--- src/rtl/decode_hazard_ctrl_if.sv ---
// Decode/hazard-controller bundle: decoded instruction fields, writeback
// port, flush request, and the issue/stall/bubble decision returned to Decode.
interface decode_hazard_ctrl_if #(
    parameter int unsigned NUM_REGS = 8,
    parameter int unsigned ADDR_W   = $clog2(NUM_REGS)
);
    logic                dec_valid;
    logic [ADDR_W-1:0]   dec_src1;
    logic [ADDR_W-1:0]   dec_src2;
    logic                dec_src1_en;
    logic                dec_src2_en;
    logic [ADDR_W-1:0]   dec_dst;
    logic                dec_dst_en;
    logic                dec_is_load;
    logic                wb_en;
    logic [ADDR_W-1:0]   wb_addr;
    logic                flush;
    logic                stall;
    logic                issue;
    logic                bubble;
    logic [NUM_REGS-1:0] busy_vec;

    // Driver side: Decode stage / writeback / branch unit.
    modport master (
        output dec_valid, dec_src1, dec_src2, dec_src1_en, dec_src2_en,
        output dec_dst, dec_dst_en, dec_is_load, wb_en, wb_addr, flush,
        input  stall, issue, bubble, busy_vec
    );

    // Hazard controller side.
    modport slave (
        input  dec_valid, dec_src1, dec_src2, dec_src1_en, dec_src2_en,
        input  dec_dst, dec_dst_en, dec_is_load, wb_en, wb_addr, flush,
        output stall, issue, bubble, busy_vec
    );
endinterface

--- src/rtl/decode_hazard_ctrl.sv ---
// Scoreboard hazard controller between Decode and the DE buffer.
// Tracks in-flight register writes, stalls on load-use / write-count
// hazards and sequences branch flushes.
// Build option: DECODE_FWD_EN -- when defined, source hazards use the
// forwarding countdown instead of the in-flight write count.
module decode_hazard_ctrl #(
    parameter int unsigned NUM_REGS = 8,
    parameter int unsigned ALU_LAT  = 0,
    parameter int unsigned LOAD_LAT = 1
) (
    input  logic               clk,
    input  logic               rst_n,
    decode_hazard_ctrl_if.slave bus
);
    localparam int unsigned ADDR_W   = $clog2(NUM_REGS);
    localparam logic [1:0]  LAT_ALU  = 2'(ALU_LAT);
    localparam logic [1:0]  LAT_LOAD = 2'(LOAD_LAT);

    typedef enum logic [1:0] {
        ST_RUN,
        ST_STALL,
        ST_FLUSH
    } state_t;

    state_t     r_state;
    logic [1:0] r_inflight [NUM_REGS];
    logic [1:0] r_cd       [NUM_REGS];

    logic       w_src1_haz;
    logic       w_src2_haz;
    logic       w_struct_haz;
    logic       w_hazard;
    logic       w_block;
    logic       w_issue;
    logic       w_stall;
    logic       w_alloc;
    logic [1:0] w_alloc_lat;

    // Hazard detection against the scoreboard
    always_comb begin
`ifdef DECODE_FWD_EN
        w_src1_haz = bus.dec_src1_en && (r_cd[bus.dec_src1] != 2'd0);
        w_src2_haz = bus.dec_src2_en && (r_cd[bus.dec_src2] != 2'd0);
`else
        w_src1_haz = bus.dec_src1_en && (r_inflight[bus.dec_src1] != 2'd0);
        w_src2_haz = bus.dec_src2_en && (r_inflight[bus.dec_src2] != 2'd0);
`endif
        w_struct_haz = bus.dec_dst_en && (r_inflight[bus.dec_dst] == 2'd3);
        w_hazard     = bus.dec_valid && (w_src1_haz || w_src2_haz || w_struct_haz);
    end

    // Same-cycle issue/stall decision; flush and reset suppress both
    always_comb begin
        w_block     = !rst_n || bus.flush || (r_state == ST_FLUSH);
        w_stall     = !w_block && w_hazard;
        w_issue     = !w_block && bus.dec_valid && !w_hazard;
        w_alloc     = w_issue && bus.dec_dst_en;
        w_alloc_lat = bus.dec_is_load ? LAT_LOAD : LAT_ALU;
    end

    assign bus.stall  = w_stall;
    assign bus.issue  = w_issue;
    assign bus.bubble = !w_issue;

    // Busy flag per register: any write still outstanding
    always_comb begin
        bus.busy_vec = '0;
        for (int unsigned i = 0; i < NUM_REGS; i++) begin
            bus.busy_vec[i] = (r_inflight[i] != 2'd0);
        end
    end

    // Control FSM: RUN / STALL / FLUSH, flush takes priority everywhere
    always_ff @(posedge clk or negedge rst_n) begin
        if (!rst_n) begin
            r_state <= ST_RUN;
        end else if (bus.flush) begin
            r_state <= ST_FLUSH;
        end else begin
            case (r_state)
                ST_RUN:   r_state <= w_hazard ? ST_STALL : ST_RUN;
                ST_STALL: r_state <= w_hazard ? ST_STALL : ST_RUN;
                ST_FLUSH: r_state <= ST_RUN;
                default:  r_state <= ST_RUN;
            endcase
        end
    end

    // Scoreboard: in-flight counts and forwarding countdowns
    // A same-register issue and writeback cancel, leaving the count as is.
    always_ff @(posedge clk or negedge rst_n) begin
        if (!rst_n) begin
            for (int unsigned i = 0; i < NUM_REGS; i++) begin
                r_inflight[i] <= '0;
                r_cd[i]       <= '0;
            end
        end else begin
            for (int unsigned i = 0; i < NUM_REGS; i++) begin
                if (w_alloc && (bus.dec_dst == ADDR_W'(i))) begin
                    if (!(bus.wb_en && (bus.wb_addr == ADDR_W'(i)))) begin
                        r_inflight[i] <= r_inflight[i] + 2'd1;
                    end
                    r_cd[i] <= w_alloc_lat;
                end else begin
                    if (bus.wb_en && (bus.wb_addr == ADDR_W'(i)) &&
                        (r_inflight[i] != 2'd0)) begin
                        r_inflight[i] <= r_inflight[i] - 2'd1;
                    end
                    if (r_cd[i] != 2'd0) begin
                        r_cd[i] <= r_cd[i] - 2'd1;
                    end
                end
            end
        end
    end
endmodule
--- src/flat_wrapper.sv ---
// flat-port wrapper written by rule: the top's interface ports become plain ports
module decode_hazard_ctrl_flat 
#(
    parameter int unsigned NUM_REGS = 8,
    parameter int unsigned ALU_LAT  = 0,
    parameter int unsigned LOAD_LAT = 1
)
  (clk, rst_n, bus_dec_valid, bus_dec_src1, bus_dec_src2, bus_dec_src1_en, bus_dec_src2_en, bus_dec_dst, bus_dec_dst_en, bus_dec_is_load, bus_wb_en, bus_wb_addr, bus_flush, bus_stall, bus_issue, bus_bubble, bus_busy_vec);
  decode_hazard_ctrl_if #(.NUM_REGS(NUM_REGS)) bus_i ();
  input  logic clk;
  input  logic rst_n;
  input wire logic [$bits(bus_i.dec_valid)-1:0] bus_dec_valid;
  input wire logic [$bits(bus_i.dec_src1)-1:0] bus_dec_src1;
  input wire logic [$bits(bus_i.dec_src2)-1:0] bus_dec_src2;
  input wire logic [$bits(bus_i.dec_src1_en)-1:0] bus_dec_src1_en;
  input wire logic [$bits(bus_i.dec_src2_en)-1:0] bus_dec_src2_en;
  input wire logic [$bits(bus_i.dec_dst)-1:0] bus_dec_dst;
  input wire logic [$bits(bus_i.dec_dst_en)-1:0] bus_dec_dst_en;
  input wire logic [$bits(bus_i.dec_is_load)-1:0] bus_dec_is_load;
  input wire logic [$bits(bus_i.wb_en)-1:0] bus_wb_en;
  input wire logic [$bits(bus_i.wb_addr)-1:0] bus_wb_addr;
  input wire logic [$bits(bus_i.flush)-1:0] bus_flush;
  output wire logic [$bits(bus_i.stall)-1:0] bus_stall;
  output wire logic [$bits(bus_i.issue)-1:0] bus_issue;
  output wire logic [$bits(bus_i.bubble)-1:0] bus_bubble;
  output wire logic [$bits(bus_i.busy_vec)-1:0] bus_busy_vec;
  assign bus_i.dec_valid = bus_dec_valid;
  assign bus_i.dec_src1 = bus_dec_src1;
  assign bus_i.dec_src2 = bus_dec_src2;
  assign bus_i.dec_src1_en = bus_dec_src1_en;
  assign bus_i.dec_src2_en = bus_dec_src2_en;
  assign bus_i.dec_dst = bus_dec_dst;
  assign bus_i.dec_dst_en = bus_dec_dst_en;
  assign bus_i.dec_is_load = bus_dec_is_load;
  assign bus_i.wb_en = bus_wb_en;
  assign bus_i.wb_addr = bus_wb_addr;
  assign bus_i.flush = bus_flush;
  assign bus_stall = bus_i.stall;
  assign bus_issue = bus_i.issue;
  assign bus_bubble = bus_i.bubble;
  assign bus_busy_vec = bus_i.busy_vec;
  decode_hazard_ctrl #(.NUM_REGS(NUM_REGS), .ALU_LAT(ALU_LAT), .LOAD_LAT(LOAD_LAT)) u_core (.clk(clk), .rst_n(rst_n), .bus(bus_i));
endmodule
--- config.mk ---
export PLATFORM = sky130hd
export DESIGN_NAME = decode_hazard_ctrl_flat
export DESIGN_NICKNAME = d
export VERILOG_FILES = /design/src/rtl/decode_hazard_ctrl_if.sv /design/src/rtl/decode_hazard_ctrl.sv /design/src/flat_wrapper.sv
export SDC_FILE = /design/constraint.sdc
export NUM_CORES = 1
export LEC_CHECK = 0
export CORE_MARGIN = 4
export CORE_UTILIZATION = 47
export DETAILED_ROUTE_END_ITERATION = 12
export HOLD_SLACK_MARGIN = 0.02
export PLACE_DENSITY = 0.72
export RECOVER_POWER = 25
export SYNTH_ARGS = -nofsm -noshare
export SYNTH_HDL_FRONTEND = slang
export SYNTH_SLANG_ARGS = --single-unit
--- constraint.sdc ---
create_clock -name clk -period 5.2 [get_ports clk]
set_clock_uncertainty 0.2 [all_clocks]
set_input_delay 0.52 -clock clk [delete_from_list [all_inputs] [get_ports clk]]
set_output_delay 0.52 -clock clk [all_outputs]
set_load 0.05 [all_outputs]
## After elaboration in Yosys (flattened, before gate mapping)

Cells that the tools add are included.

| word-level totals | value |
|---|---|
| flip-flop bits (word level) | 18 |
| input port bits | 21 |
| output and inout bits | 11 |
| word-level logic and storage cells | 162 |

| operators by class | value |
|---|---|
| $add $sub $neg | 16 |
| order comparisons | 3 |
| eq/ne operators | 25 |
| mux-type cells | 36 |
| bitwise operators | 3 |
| reductions and logical operators | 70 |

Operators by type and width:

| kind | count |
|---|---|
| $mux W2 | 32 |
| $reduce_bool A2 Y1 | 18 |
| $logic_and A1 B1 Y1 | 32 |
| $eq A3 B3 Y1 const B | 8 |
| $bmux W2 S3 | 3 |
| $add A2 B1 Y2 const B | 8 |
| $ne A2 B2 Y1 const B | 8 |
| $reduce_and A2 Y1 | 8 |
| $sub A2 B1 Y2 const B | 8 |
| $eq A3 B2 Y1 const B | 4 |
| $ge A4 B4 Y1 const B | 3 |
| $not A3 Y4 | 3 |
| $eq A3 B1 Y1 const B | 2 |
| $logic_not A3 Y1 | 2 |
| $eq A2 B2 Y1 const B | 2 |
| $logic_not A1 Y1 | 4 |
| $logic_or A1 B1 Y1 | 4 |
| $eq A2 B1 Y1 const B | 1 |
| $logic_not A2 Y1 | 1 |
| $reduce_or A2 Y1 | 1 |
| $mux W1 | 1 |

## Logic depth before layout (Yosys ltp)

Gate-level depths: netlist (run 1).

| logic depth | value |
|---|---|
| word-level depth | 15 |
| mapped depth | 8 |
| depth with buffers taken out | 6 |

## Worst setup path before layout (run 1)

No wires, ideal clock.

| path | value |
|---|---|
| kind | input -> output |
| start point | input bus_dec_src1[0] |
| end point | output bus_issue |
| data arrival time | 2.606 ns |
| data required time | 4.480 ns |
| path slack | 1.874 ns |
| stages | 7 |
| buffers on the path | 1 |
| cells stage by stage | or3_1 a21oi_2 o2bb2ai_2 nor2_1 buf_2 nand3_1 inv_1 |

| on the way | value |
|---|---|
| longest elaborated chain between the ends | 11 |

Ends and longest elaborated chain:

| item | RTL line | RTL |
|---|---|---|
| start: declaration | flat_wrapper.sv:13 | `input wire logic [$bits(bus_i.dec_src1)-1:0] bus_dec_src1;` |
| $not A3 Y4 (not written as such) | decode_hazard_ctrl.sv:45 | `w_src1_haz = bus.dec_src1_en && (r_inflight[bus.dec_src1] != 2'd0);` |
| $bmux W2 S3 | decode_hazard_ctrl.sv:45 |  |
| $mux W2 (not written as such) (2 in series) | decode_hazard_ctrl.sv:45 |  |
| $reduce_bool A2 Y1 | decode_hazard_ctrl.sv:45 |  |
| $logic_and A1 B1 Y1 | decode_hazard_ctrl.sv:45 |  |
| $logic_or A1 B1 Y1 (2 in series) | decode_hazard_ctrl.sv:49 | `w_hazard = bus.dec_valid && (w_src1_haz \|\| w_src2_haz \|\| w_struct_haz);` |
| $logic_and A1 B1 Y1 | decode_hazard_ctrl.sv:49 |  |
| $logic_not A1 Y1 | decode_hazard_ctrl.sv:56 | `w_issue = !w_block && bus.dec_valid && !w_hazard;` |
| $logic_and A1 B1 Y1 | decode_hazard_ctrl.sv:56 |  |
| end: declaration | flat_wrapper.sv:24 | `output wire logic [$bits(bus_i.issue)-1:0] bus_issue;` |

No other way between the ends. The select of a mux whose other input is x is not followed.

## Worst setup path in the final report (run 1)

| path | value |
|---|---|
| start point | input bus_dec_dst[0] |
| end point | output bus_issue |

| on the way | value |
|---|---|
| longest elaborated chain between the ends | 10 |

Ends and longest elaborated chain:

| item | RTL line | RTL |
|---|---|---|
| start: declaration | flat_wrapper.sv:17 | `input wire logic [$bits(bus_i.dec_dst)-1:0] bus_dec_dst;` |
| $not A3 Y4 (not written as such) | decode_hazard_ctrl.sv:48 | `w_struct_haz = bus.dec_dst_en && (r_inflight[bus.dec_dst] == 2'd3);` |
| $bmux W2 S3 | decode_hazard_ctrl.sv:48 |  |
| $mux W2 (not written as such) (2 in series) | decode_hazard_ctrl.sv:48 |  |
| $eq A2 B2 Y1 | decode_hazard_ctrl.sv:48 |  |
| $logic_and A1 B1 Y1 | decode_hazard_ctrl.sv:48 |  |
| $logic_or A1 B1 Y1 | decode_hazard_ctrl.sv:49 |  |
| $logic_and A1 B1 Y1 | decode_hazard_ctrl.sv:49 |  |
| $logic_not A1 Y1 | decode_hazard_ctrl.sv:56 |  |
| $logic_and A1 B1 Y1 | decode_hazard_ctrl.sv:56 |  |

No other way between the ends. The select of a mux whose other input is x is not followed.

==> results of run 1 <==
-- area by class of cell --
| class | count | area (sq um) | area share, % |
|---|---|---|---|
| clock buffers | 4 | 36.3 | 1.79 |
| well taps | 46 | 57.6 | 2.84 |
| repair buffers | 32 | 315 | 15.5 |
| flip-flops and latches | 18 | 450 | 22.2 |
| inverters | 11 | 41.3 | 2.04 |
| multi-input cells | 173 | 1130 | 55.6 |
-- path summary, 6_finish.rpt --
| check | endpoint | from | slack (ns) |
|---|---|---|---|
| setup / recovery | bus_issue | bus_dec_dst[0] | 1.05 |
| hold / removal | u_core.r_state[0] | u_core.r_state[1] | 0.36 |
| setup reg to reg | u_core.r_inflight[6] | u_core.r_inflight[2] | 2.63 |
| hold reg to reg | u_core.r_state[0] | u_core.r_state[1] | 0.36 |
| max in group asynchronous | u_core.r_inflight[8] | rst_n | 4.17 |
| min in group asynchronous | u_core.r_inflight[0] | rst_n | 0.42 |
-- routing by layer --
metal  global-route usage [%]  vias to the layer above  share of wire, %
li1                         -                      866                 -
met1                     30.5                      794                47
met2                     35.7                       66                45
met3                     2.66                        4               6.6
met4                     6.33                        0              0.97
met5                        0                        -                 0
-- placed cells by master (no fill, tap or decap), types with 3 or more instances in the layout --
| cell | n |
|---|---|
| nor3_1 | 14 |
| o211ai_1 | 4 |
| nor4b_1 | 6 |
| clkdlybuf4s50_1 | 28 |
| nor2_1 | 10 |
| a22oi_1 | 6 |
| o21ai_0 | 11 |
| nand4_1 | 11 |
| nand2_1 | 18 |
| xor2_1 | 3 |
| nor4_1 | 8 |
| inv_1 | 11 |
| nand3_1 | 19 |
| nand2b_1 | 3 |
| or2_2 | 7 |
| and3_1 | 3 |
| clkbuf_4 | 3 |
| nor2b_1 | 6 |
| dfrtp_1 | 18 |
| a21oi_1 | 3 |
| o21a_1 | 4 |
| nor3b_1 | 3 |
| a31oi_1 | 5 |
-- power breakdown --
group | internal, mW | switching [mW] | total (mW)
logic | 0.0899 | 0.113 | 0.203
clock network | 0.0426 | 0.0456 | 0.0883
registers | 0.169 | 0.0568 | 0.226
-- cells by family (layout without fill, tap and decap cells) --
group / after synthesis / in the layout / share of synthesized area [%]
xor+xnor: 5 / 5 / 2.62
buf+inv: 20 / 47 / 5.47
flops: 18 / 18 / 27.0
simple gates: 117 / 117 / 40.3
compound gates: 49 / 49 / 22.0
mux: 2 / 2 / 2.70
-- per-stage QoR --
step | hold WS [ns] | cells
global route | 0.397 | 284
detailed placement | 0.341 | 280
floorplan | 0.0244 | 211
global placement | 0.347 | 280
CTS | 0.352 | 284
finish | 0.358 | 284
-- sequential cells by signal (all words and copies together) (netlist names) --
name               count
u_core.r_inflight     16
u_core.r_state         2
==> results.md, run 1 <==
- Pin count of the biggest net entering global routing: 21
- P&R area growth vs syn: 21.5%
- Initial antenna violation count: 0
- Ant diodes: 0
- Synth Instances: 211
- Width of the die: 67.6 um
- Gr ovfl total: 0
- Unrepaired setup endpoints after global routing: no
- Main synth FF type: dfrtp_1
- Layout cells sized above 1: 10.5%
- Area contributors post-synth: dfrtp_1, nand3_1, nor3_1
- Crit path max-delay cell type: clkdlybuf4s50_1
- Final Cell Area: 2030 sq um
- Syn Std Cell Area: 1670 sq um
- Delay-heaviest family, CP: buffers and inverters
- Number of buffers created by CTS: 3
- Worst-Margin Slew: 0.609 ns
- Final period utilization: 79.8%
- Final min period: 4.15 ns
- Hold_buf cts: 0
- Dpl ws: 1.06 ns
- Initial core utilization: 49.2%
- Hold WC Path Type: reg2reg
- Leak: 0.728 nW
- I/O Buffers: 30
- Die area: 4570 sq um
- Hold path depth: 1
- Most common library cells after synthesis: nand3_1, dfrtp_1, nand2_1
- F_max: 241 MHz
- Maximum vdd drop: 144 uV
- Synth warn: 0
- DR vias: 1730
- Slew Limit Fails: 0
- Rel. slew slack: 59.1%
- Post-synthesis cell type count: 47
- Clock tree sinks: 18
- CTS tree: yes
- CP Cell Sequence: clkdlybuf4s50_1 > inv_1 > mux4_2 > nand2_1 > nand3_1 > inv_1 > clkdlybuf4s50_1
- Post-Route WL: 4520 um
- Core area: 3390 sq um
- Worst EP arrival: 3.43 ns
- # fillers: 300
- Startpoint type of the worst setup path: input pin
- Worst EP required: 4.48 ns
- Vias in the first global route: 1582
- HPWL after detailed placement: 3420 um
- Util after Layout: 59.8%
- WP depth: 7
- Outcome: finished, final reports clean
- Routed vias/inst: 6.09
- Yosys top cell area share: 27.0%
- Synth area leader: dfrtp_1
- Syn Nets: 232
- Drt drc: 0
- TNS Setup: 0 ns
- Asr flop ratio synth: 100%
- Net total in the final layout: 260
- Post-route ant nets: 0
- Largest stage delay on the critical path: 0.80 ns
- DRT Pass-1 Iters: 4
- Buf+Inv Stages, Crit Path: 4
- PnR worst setup slack: 1.05 ns
- Post-synthesis sequential area ratio: 27.0%
- Number of max-cap violations: 0
- Clock slew at reported path FFs: 0.11 ns
- Post-Syn Area per Cell: 7.91 sq um
- Clock Tree Buf Depth: 2
- Wire length per cell: 15.9 um
- Cell with the most instances after synthesis: nand3_1
- Final Setup Violations: 0
- Std-Cell Rows: 21
- Num ports: 32
- Number of synthesized flops with an enable pin: 0
- First-pass GRT wire length: 7660 um
- CTS root buf: clkbuf_4
- Global Route Usage Sum: 22.0%
- Critical Path Fanout Max: 14
- Global placer's final weighted congestion: 0.907
- Setup Fix Bufs, Post-CTS: 0
- Clk Latency, worst-skew pair: 0.29 ns
- H-tree Lvls: 1
- CP Capture Type: output pin
- Tot Pwr: 517 uW
- Placed cell area: 1990 sq um
- Critical path type: in2out
- P per Cell Area: 255 nW/um^2
- Initial detailed-routing violation count: 176
- # resized after CTS: 0
- Die Y: 67.6 um
- Fin. Hold Viols: 0
- Cells on worst reg2reg path: 6
- Synthesis-stage register bit count: 18
(Power assumes the default switching activity.)
==> run 2, diff against run 1 <==
PLACE_DENSITY = 0.75   (was 0.72)
clock period = 3.48 ns   (was 5.2 ns; I/O delays follow)
==> results.md, run 2 (same netlist as run 1, synthesis figures left out) <==
- Outcome: finished, final reports clean
- Most frequent cells in the layout: clkdlybuf4s50_1, nand3_1, nand2_1, dfrtp_1, nor3_1
- Clock slew at reported path FFs: 0.11 ns
- Cells on worst reg2reg path: 6
- Startpoint type of the worst setup path: input pin
- Hold WC Path Type: reg2reg
- Unrepaired setup endpoints after global routing: no
- Critical Path Fanout Max: 19
- Post-Route WL: 4550 um
- Worst EP arrival: 2.52 ns
- I/O Buffers: 30
- Final period utilization: 88.2%
- Fin cells: 288
- CP Capture Type: output pin
- Hold_buf cts: 0
- Setup Fix Bufs, Post-CTS: 0
- Number of buffers created by CTS: 3
- Initial detailed-routing violation count: 234
- Net total in the final layout: 264
- Final Setup Violations: 0
- Worst EP required: 2.93 ns
- Placed cell area: 2030 sq um
- P per Cell Area: 379 nW/um^2
- Flop2flop setup slack: 0.97 ns
- HP Start: u_core.r_state[1]
- Global Route Usage Sum: 22.0%
- First-pass GRT wire length: 7690 um
- Maximum vdd drop: 173 uV
- DRT Pass-1 Iters: 4
- Number of max-cap violations: 0
- Pin count of the biggest net entering global routing: 20
- Most common cell after layout, fill and taps aside: clkdlybuf4s50_1
- CP Launch Point: rst_n
- HPWL after detailed placement: 3500 um
- Largest register FFs: 16
- Final Cell Area: 2060 sq um
- Die Y: 67.6 um
- # resized after CTS: 0
- Layout cells sized above 1: 12.8%
- Wire length per cell: 15.8 um
- Leak: 0.750 nW
- Die area: 4570 sq um
- Clk Latency, worst-skew pair: 0.30 ns
- Slew Limit Fails: 0
- Num ports: 32
- DR vias: 1804
- CTS root buf: clkbuf_4
- Worst r2r src: u_core.r_inflight[2]
- F_max: 326 MHz
- Initial core utilization: 49.2%
- Placed cells: 284
- Vias in the first global route: 1652
- Ant diodes: 0
- Post-route ant nets: 0
- Std-Cell Rows: 21
- Clock tree sinks: 18
- Hold path depth: 1
- Routed vias/inst: 6.26
- Rel. slew slack: 30.4%
- Worst-Margin Slew: 1.04 ns
- CTS tree: yes
- H-tree Lvls: 1
- Gr ovfl total: 0
- Most flop-heavy register: u_core.r_inflight
- Tot Pwr: 781 uW
- Critical path type: in2out
- Global placer's final weighted congestion: 0.928
- Core area: 3390 sq um
- Final min period: 3.07 ns
- Fin. Hold Viols: 0
- Initial antenna violation count: 0
- Clock Tree Buf Depth: 2
- P&R area growth vs syn: 23.4%
- TNS Setup: 0 ns
- Drt drc: 0
- Width of the die: 67.6 um
- Top flop regs: u_core.r_inflight: 16 flops, u_core.r_state: 2 flops
-- run 2: worst paths after layout --
path | endpoint
hold reg to reg | u_core.r_state[0]
max in group asynchronous | u_core.r_inflight[1]
hold / removal | u_core.r_state[0]
setup reg to reg | u_core.r_inflight[6]
setup / recovery | bus_issue
min in group asynchronous | u_core.r_inflight[11]
-- run 2: worst max-delay path, cell delays in order --
cell and delay [ns]:
dlygate4sd3_1 0.59, clkbuf_1 0.80, and3_1 0.39, nand3_1 0.13, inv_1 0.12, buf_12 0.14
-- run 2: area by class of cell --
cell class              count  area [sq um]
flip-flops and latches     18           450
multi-input cells         173          1130
clock buffers               4          36.3
fillers                   305          1330
repair buffers             36           347
inverters                  11          41.3
well taps                  46          57.6
-- run 2: metrics by stage --
stage / util, % / hold slack [ns] / worst slack (ns)
after floorplan: - / -0.148 / 0.381
after CTS: 60.9 / 0.281 / 0.455
after global placement: 59.8 / 0.344 / 0.389
after global routing: 60.8 / 0.403 / 0.180
final: 60.8 / 0.354 / 0.410
after detailed placement: 59.8 / 0.341 / 0.333
-- run 2: power by group --
| part | switching (mW) | internal, mW | leakage, nW | total (mW) |
|---|---|---|---|---|
| clock | 0.0685 | 0.0638 | 0.0210 | 0.132 |
| sequential | 0.0876 | 0.253 | 0.188 | 0.340 |
| combinational | 0.170 | 0.138 | 0.541 | 0.308 |
-- run 2: routing by layer --
| layer | share of wire (%) | track usage (%) | vias to the layer above | wire (um) |
|---|---|---|---|---|
| met4 | 1.9 | 6.33 | 0 | 87 |
| met5 | 0 | 0 | - | 0 |
| li1 | - | - | 875 | - |
| met1 | 46 | 30.4 | 848 | 2100 |
| met2 | 45 | 36.2 | 70 | 2060 |
| met3 | 6.8 | 2.00 | 11 | 309 |
